`src/rtl/reg_enc_pkg.sv`:
```
// Shared types and helpers for the register request encoder.
// Optional round-robin selection is enabled with REG_ENC_ROUND_ROBIN_EN.
package reg_enc_pkg;

  localparam int NUM_REGS = 16;
  localparam int IDX_W    = 4;

  typedef logic [IDX_W-1:0]    reg_idx_t;
  typedef logic [NUM_REGS-1:0] reg_vec_t;

  function automatic reg_vec_t onehot(input reg_idx_t i);
    return reg_vec_t'(1) << i;
  endfunction

endpackage

```
`src/rtl/reg_request_encoder_rr_priority_select.sv`:
```
// Combinational search for the first set bit of vec, starting at start and wrapping.
// With start tied to zero this is a plain lowest-index priority encoder.
module rr_priority_select
  import reg_enc_pkg::*;
(
  input  reg_vec_t vec,
  input  reg_idx_t start,
  output logic     found,
  output reg_idx_t idx
);

  // Walk from the farthest offset back to start so the nearest hit wins.
  always_comb begin
    found = 1'b0;
    idx   = '0;
    for (int i = NUM_REGS - 1; i >= 0; i--) begin
      if (vec[start + reg_idx_t'(i)]) begin
        found = 1'b1;
        idx   = start + reg_idx_t'(i);
      end
    end
  end

endmodule

```
`src/rtl/reg_request_encoder.sv`:
```
// Latches sticky per-register requests and serialises them as a 4-bit index stream.
// Define REG_ENC_ROUND_ROBIN_EN for rotating selection; default is lowest index first.
module reg_request_encoder
  import reg_enc_pkg::*;
(
  input  logic     clk,
  input  logic     rst,
  input  logic     clear_i,
  input  reg_vec_t req_i,
  input  logic     ready_i,
  output logic     valid_o,
  output reg_idx_t idx_o,
  output reg_vec_t pending_o,
  output logic     dup_o
);

  reg_vec_t pending;
  logic     valid_q;
  reg_idx_t idx_q;
  logic     dup_q;

  logic     hs;
  logic     load;
  reg_vec_t consume;
  reg_vec_t pending_next;
  logic     dup_next;
  reg_idx_t start;
  logic     sel_found;
  reg_idx_t sel_idx;

  assign hs           = valid_q & ready_i;
  assign load         = ~valid_q | hs;
  assign consume      = hs ? onehot(idx_q) : '0;
  // A re-request of the index being consumed lands back in pending here.
  assign pending_next = (pending & ~consume) | req_i;
  assign dup_next     = |(req_i & pending & ~consume);

`ifdef REG_ENC_ROUND_ROBIN_EN
  reg_idx_t ptr;

  assign start = ptr;

  always_ff @(posedge clk or posedge rst) begin
    if (rst) begin
      ptr <= '0;
    end else if (clear_i) begin
      ptr <= '0;
    end else if (load && sel_found) begin
      ptr <= sel_idx + reg_idx_t'(1);
    end
  end
`else
  assign start = '0;
`endif

  rr_priority_select u_sel (
    .vec   (pending_next),
    .start (start),
    .found (sel_found),
    .idx   (sel_idx)
  );

  always_ff @(posedge clk or posedge rst) begin
    if (rst) begin
      pending <= '0;
      valid_q <= 1'b0;
      idx_q   <= '0;
      dup_q   <= 1'b0;
    end else if (clear_i) begin
      pending <= '0;
      valid_q <= 1'b0;
      idx_q   <= '0;
      dup_q   <= 1'b0;
    end else begin
      pending <= pending_next;
      dup_q   <= dup_next;
      if (load) begin
        valid_q <= sel_found;
        idx_q   <= sel_idx;
      end
    end
  end

  assign valid_o   = valid_q;
  assign idx_o     = idx_q;
  assign pending_o = pending;
  assign dup_o     = dup_q;

endmodule

```
`config.mk`:
```
export PLATFORM = sky130hd
export DESIGN_NAME = reg_request_encoder
export DESIGN_NICKNAME = d
export VERILOG_FILES = /design/src/rtl/reg_enc_pkg.sv /design/src/rtl/reg_request_encoder_rr_priority_select.sv /design/src/rtl/reg_request_encoder.sv
export SDC_FILE = /design/constraint.sdc
export NUM_CORES = 1
export LEC_CHECK = 0
export CAP_MARGIN = 20
export CELL_PAD_IN_SITES_DETAIL_PLACEMENT = 1
export CELL_PAD_IN_SITES_GLOBAL_PLACEMENT = 2
export CORE_MARGIN = 10
export CORE_UTILIZATION = 28
export CTS_CLUSTER_DIAMETER = 30
export CTS_CLUSTER_SIZE = 20
export DETAILED_ROUTE_END_ITERATION = 12
export GPL_TIMING_DRIVEN = 0
export PLACE_DENSITY = 0.74
export SYNTH_ARGS = -nofsm -noshare
export SYNTH_HDL_FRONTEND = slang
export SYNTH_SLANG_ARGS = --single-unit
```
`constraint.sdc`:
```
create_clock -name clk -period 2.4 [get_ports clk]
set_clock_uncertainty 0.15 [all_clocks]
set_input_delay 0.6 -clock clk [delete_from_list [all_inputs] [get_ports clk]]
set_output_delay 0.6 -clock clk [all_outputs]
set_load 0.005 [all_outputs]
```
==> results.py <==
metrics = {
    "status": {
        "status": "finished clean",
    },
    "layout": {
        "syn_to_final_growth_pct": 43.9,
        "drive_gt1_share_pct": 19.6,
        "fin_area_mm2": 0.00213,
        "nets": 220,
        "fillCellCount": 583,
        "antenna_cells": 0,
        "fin_util_pct": 41.7,
        "layout.cells.non_filler": 269,
    },
    "sta": {
        "min_period_ns": 2.29,
        "relSlewSlack_pct": 36.3,
        "clock.fmax_mhz": 437,
        "tightest_slew_ns": 0.955,
        "finalSetupTns_ns": 0,
        "hold_viol_final": 0,
        "setup_ws_ns": 0.109,
        "rsz0062_at_grt": "false",
        "slew_violations": 0,
        "fin_hold_ws_ns": 0.474,
        "finalCritPeriodShare_pct": 95.5,
        "setup_violations": 0,
    },
    "global_routing": {
        "grt-ovfl-total": 0,
        "grt_pass1_vias": 1648,
        "grt_max_degree": 23,
        "track_usage_pct": 13.3,
        "antenna_found_initial": 0,
        "grt_pass1_wl_mm": 9.14,
    },
    "synthesis": {
        "ys_ff_latch": 22,
        "syn_area_mm2": 0.00148,
        "synth_cell_types": 56,
        "synth_top_area_cell": "dfrtp_1",
        "synth-async-reset-ratio_pct": 100,
        "synth_ff_type": "dfrtp_1",
        "synthTopCellsByCount": "22 x dfrtp_1, 20 x nor2_1, 7 x nand2_1, 7 x o211ai_1, 7 x or2_2",
        "synth_seq_area_share_pct": 37.2,
        "yosysMostFrequentCell": "dfrtp_1",
        "synth.yosys.warnings": 0,
        "synth_area_leaders": "dfrtp_1 37%, nor2_1 5.1%, o211ai_1 3.6%",
        "synth_edf_count": 0,
        "syn_nets": 172,
        "synth_cells": 152,
        "syn_area_per_cell_um2": 9.74,
        "synth_top_area_share_pct": 37.2,
    },
    "clocking": {
        "clock-root-buffer": "clkbuf_8",
        "cts.clk_slew.worst_paths_ns": 0.09,
        "cts_sinks": 22,
        "ctsHoldBuffers": 0,
        "numCtsBuffers": 3,
        "clock_path_buffers": 2,
        "cts_tree": "built",
        "htree_levels": 1,
        "insertion_delay_ns": 0.27,
    },
    "floorplanning": {
        "die_area_mm2": 0.00859,
        "num_rows": 26,
        "core-area_mm2": 0.00511,
        "start_util_pct": 29.0,
        "ioPinCount": 42,
        "fp.dieW_um": 92.7,
        "fp.dieH_um": 92.7,
    },
    "critical_path": {
        "worstPathMaxFanout": 5,
        "cp_top_family": "compound AO/OA/AOI/OAI gates",
        "cp_slowest_stage_delay_ns": 0.44,
        "critPathSlowestCell": "clkdlybuf4s50_1",
        "worstPathRequired_ns": 2.42,
        "worstSetupEndpointType": "register",
        "path_buf_inv": 1,
        "crit_type": "primary input to register",
        "path_cells": "clkdlybuf4s50_1 > or3_1 > o22a_1 > nand4b_1 > o211a_1 > a22o_1",
        "r2r_cells": 6,
        "crit_cells": 6,
        "start_kind": "primary input",
        "crit_arrival_ns": 2.31,
    },
    "routing": {
        "ant_nets": 0,
        "drc_errors": 0,
        "detail_route.iter0.violations": 57,
        "drt-total-wl_mm": 5.67,
        "vias": 1506,
        "wl_per_cell_um": 21.1,
        "first_pass_iters": 4,
        "vias_per_cell": 5.60,
    },
    "placement": {
        "portBuffers": 41,
        "dpl-instance-area_mm2": 0.00198,
        "place_ws_ns": -0.664,
        "gp_congestion": 0.828,
        "hpwlAfterDp_mm": 4.39,
        "dp_cells": 263,
    },
    "job": {
        "maxCapViolations": 0,
    },
    "power_and_ir_drop": {
        "ir_drop_uv": 184,
        "leakage_nw": 0.791,
        "pwr_density_cell_mw_per_mm2": 448,
        "finalPower_uw": 954,
    },
    "worst_hold_path": {
        "hp-class": "register to register",
        "hold_depth": 2,
    },
}
-- timing repair --
item | 4_1_cts | 5_1_grt
cloned | 0 | 0
hold endpoints to repair | 0 | 0
gates resized for setup | 13 | 7
setup endpoints to repair | 6 | 6
pin swaps | 1 | 2
buffers inserted | 1 | 1
-- cell families after synthesis --
family / Yosys count / synth area share (%)
AOI/OAI and AO/OA: 53 / 29.7
DFF: 22 / 37.2
buffers and inverters: 8 / 2.71
and+or+nand+nor: 69 / 30.4
-- sequential cells by signal, indices dropped and copies added (netlist names) --
register / count
dup_o: 1
idx_o: 4
valid_o: 1
pending_o: 16
-- worst register-to-register path, cell delays in order, from the launching register on --
cell,delay (ns)
dfrtp_1,0.48
nand4bb_4,0.34
a2111o_1,0.48
buf_4,0.17
nor4_4,0.23
o211a_1,0.20
a22o_1,0.11
-- placed cells by master (no fill, tap or decap), types with 4 or more instances in the layout --
| cell | synthesis | layout |
|---|---|---|
| clkdlybuf4s50_1 | 0 | 40 |
| dfrtp_1 | 22 | 21 |
| nor2_1 | 20 | 20 |
| or2_2 | 7 | 7 |
| nand2_1 | 7 | 7 |
| o211ai_1 | 7 | 7 |
| o31ai_4 | 1 | 5 |
| a21oi_1 | 5 | 5 |
| o22ai_2 | 2 | 4 |
| o21a_1 | 4 | 4 |
| clkbuf_8 | 0 | 4 |
-- final cells by class --
cell class / count / area [um^2] / area share (%)
clock buffers: 4 / 55.1 / 2.59
multi-input cells: 122 / 967 / 45.4
inverters: 2 / 7.51 / 0.353
plain buffers: 6 / 33.8 / 1.59
well taps: 70 / 87.6 / 4.11
flip-flops and latches: 22 / 552 / 25.9
repair buffers: 43 / 427 / 20.0
-- per-layer routing --
layer	part of all wire [%]	wire [um]	global-route usage (%)
met1	45	2580	16.2
met2	47	2670	22.2
met3	5.8	327	3.79
met4	1.7	96	4.11
met5	0	0	0
-- final timing paths --
| kind | from | end | slack, ns |
|---|---|---|---|
| min reg2reg | pending_o[0]$_DFF_PP0_ | pending_o[0]$_DFF_PP0_ | 0.47 |
| max reg2reg | idx_o[2]$_DFFE_PP0P_ | idx_o[3]$_DFFE_PP0P_ | 0.18 |
| max in group asynchronous | rst | idx_o[1]$_DFFE_PP0P_ | 0.76 |
| min | pending_o[0]$_DFF_PP0_ | pending_o[0]$_DFF_PP0_ | 0.47 |
| max | req_i[12] | idx_o[3]$_DFFE_PP0P_ | 0.11 |
| min in group asynchronous | rst | pending_o[7]$_DFF_PP0_ | 0.69 |
-- power breakdown --
part	leakage [nW]	switching (mW)	internal [mW]	total (mW)
sequential	0.277	0.0222	0.393	0.415
clock	0.0288	0.136	0.147	0.283
combinational	0.485	0.130	0.126	0.257
Power figures use the tool's default switching activity.
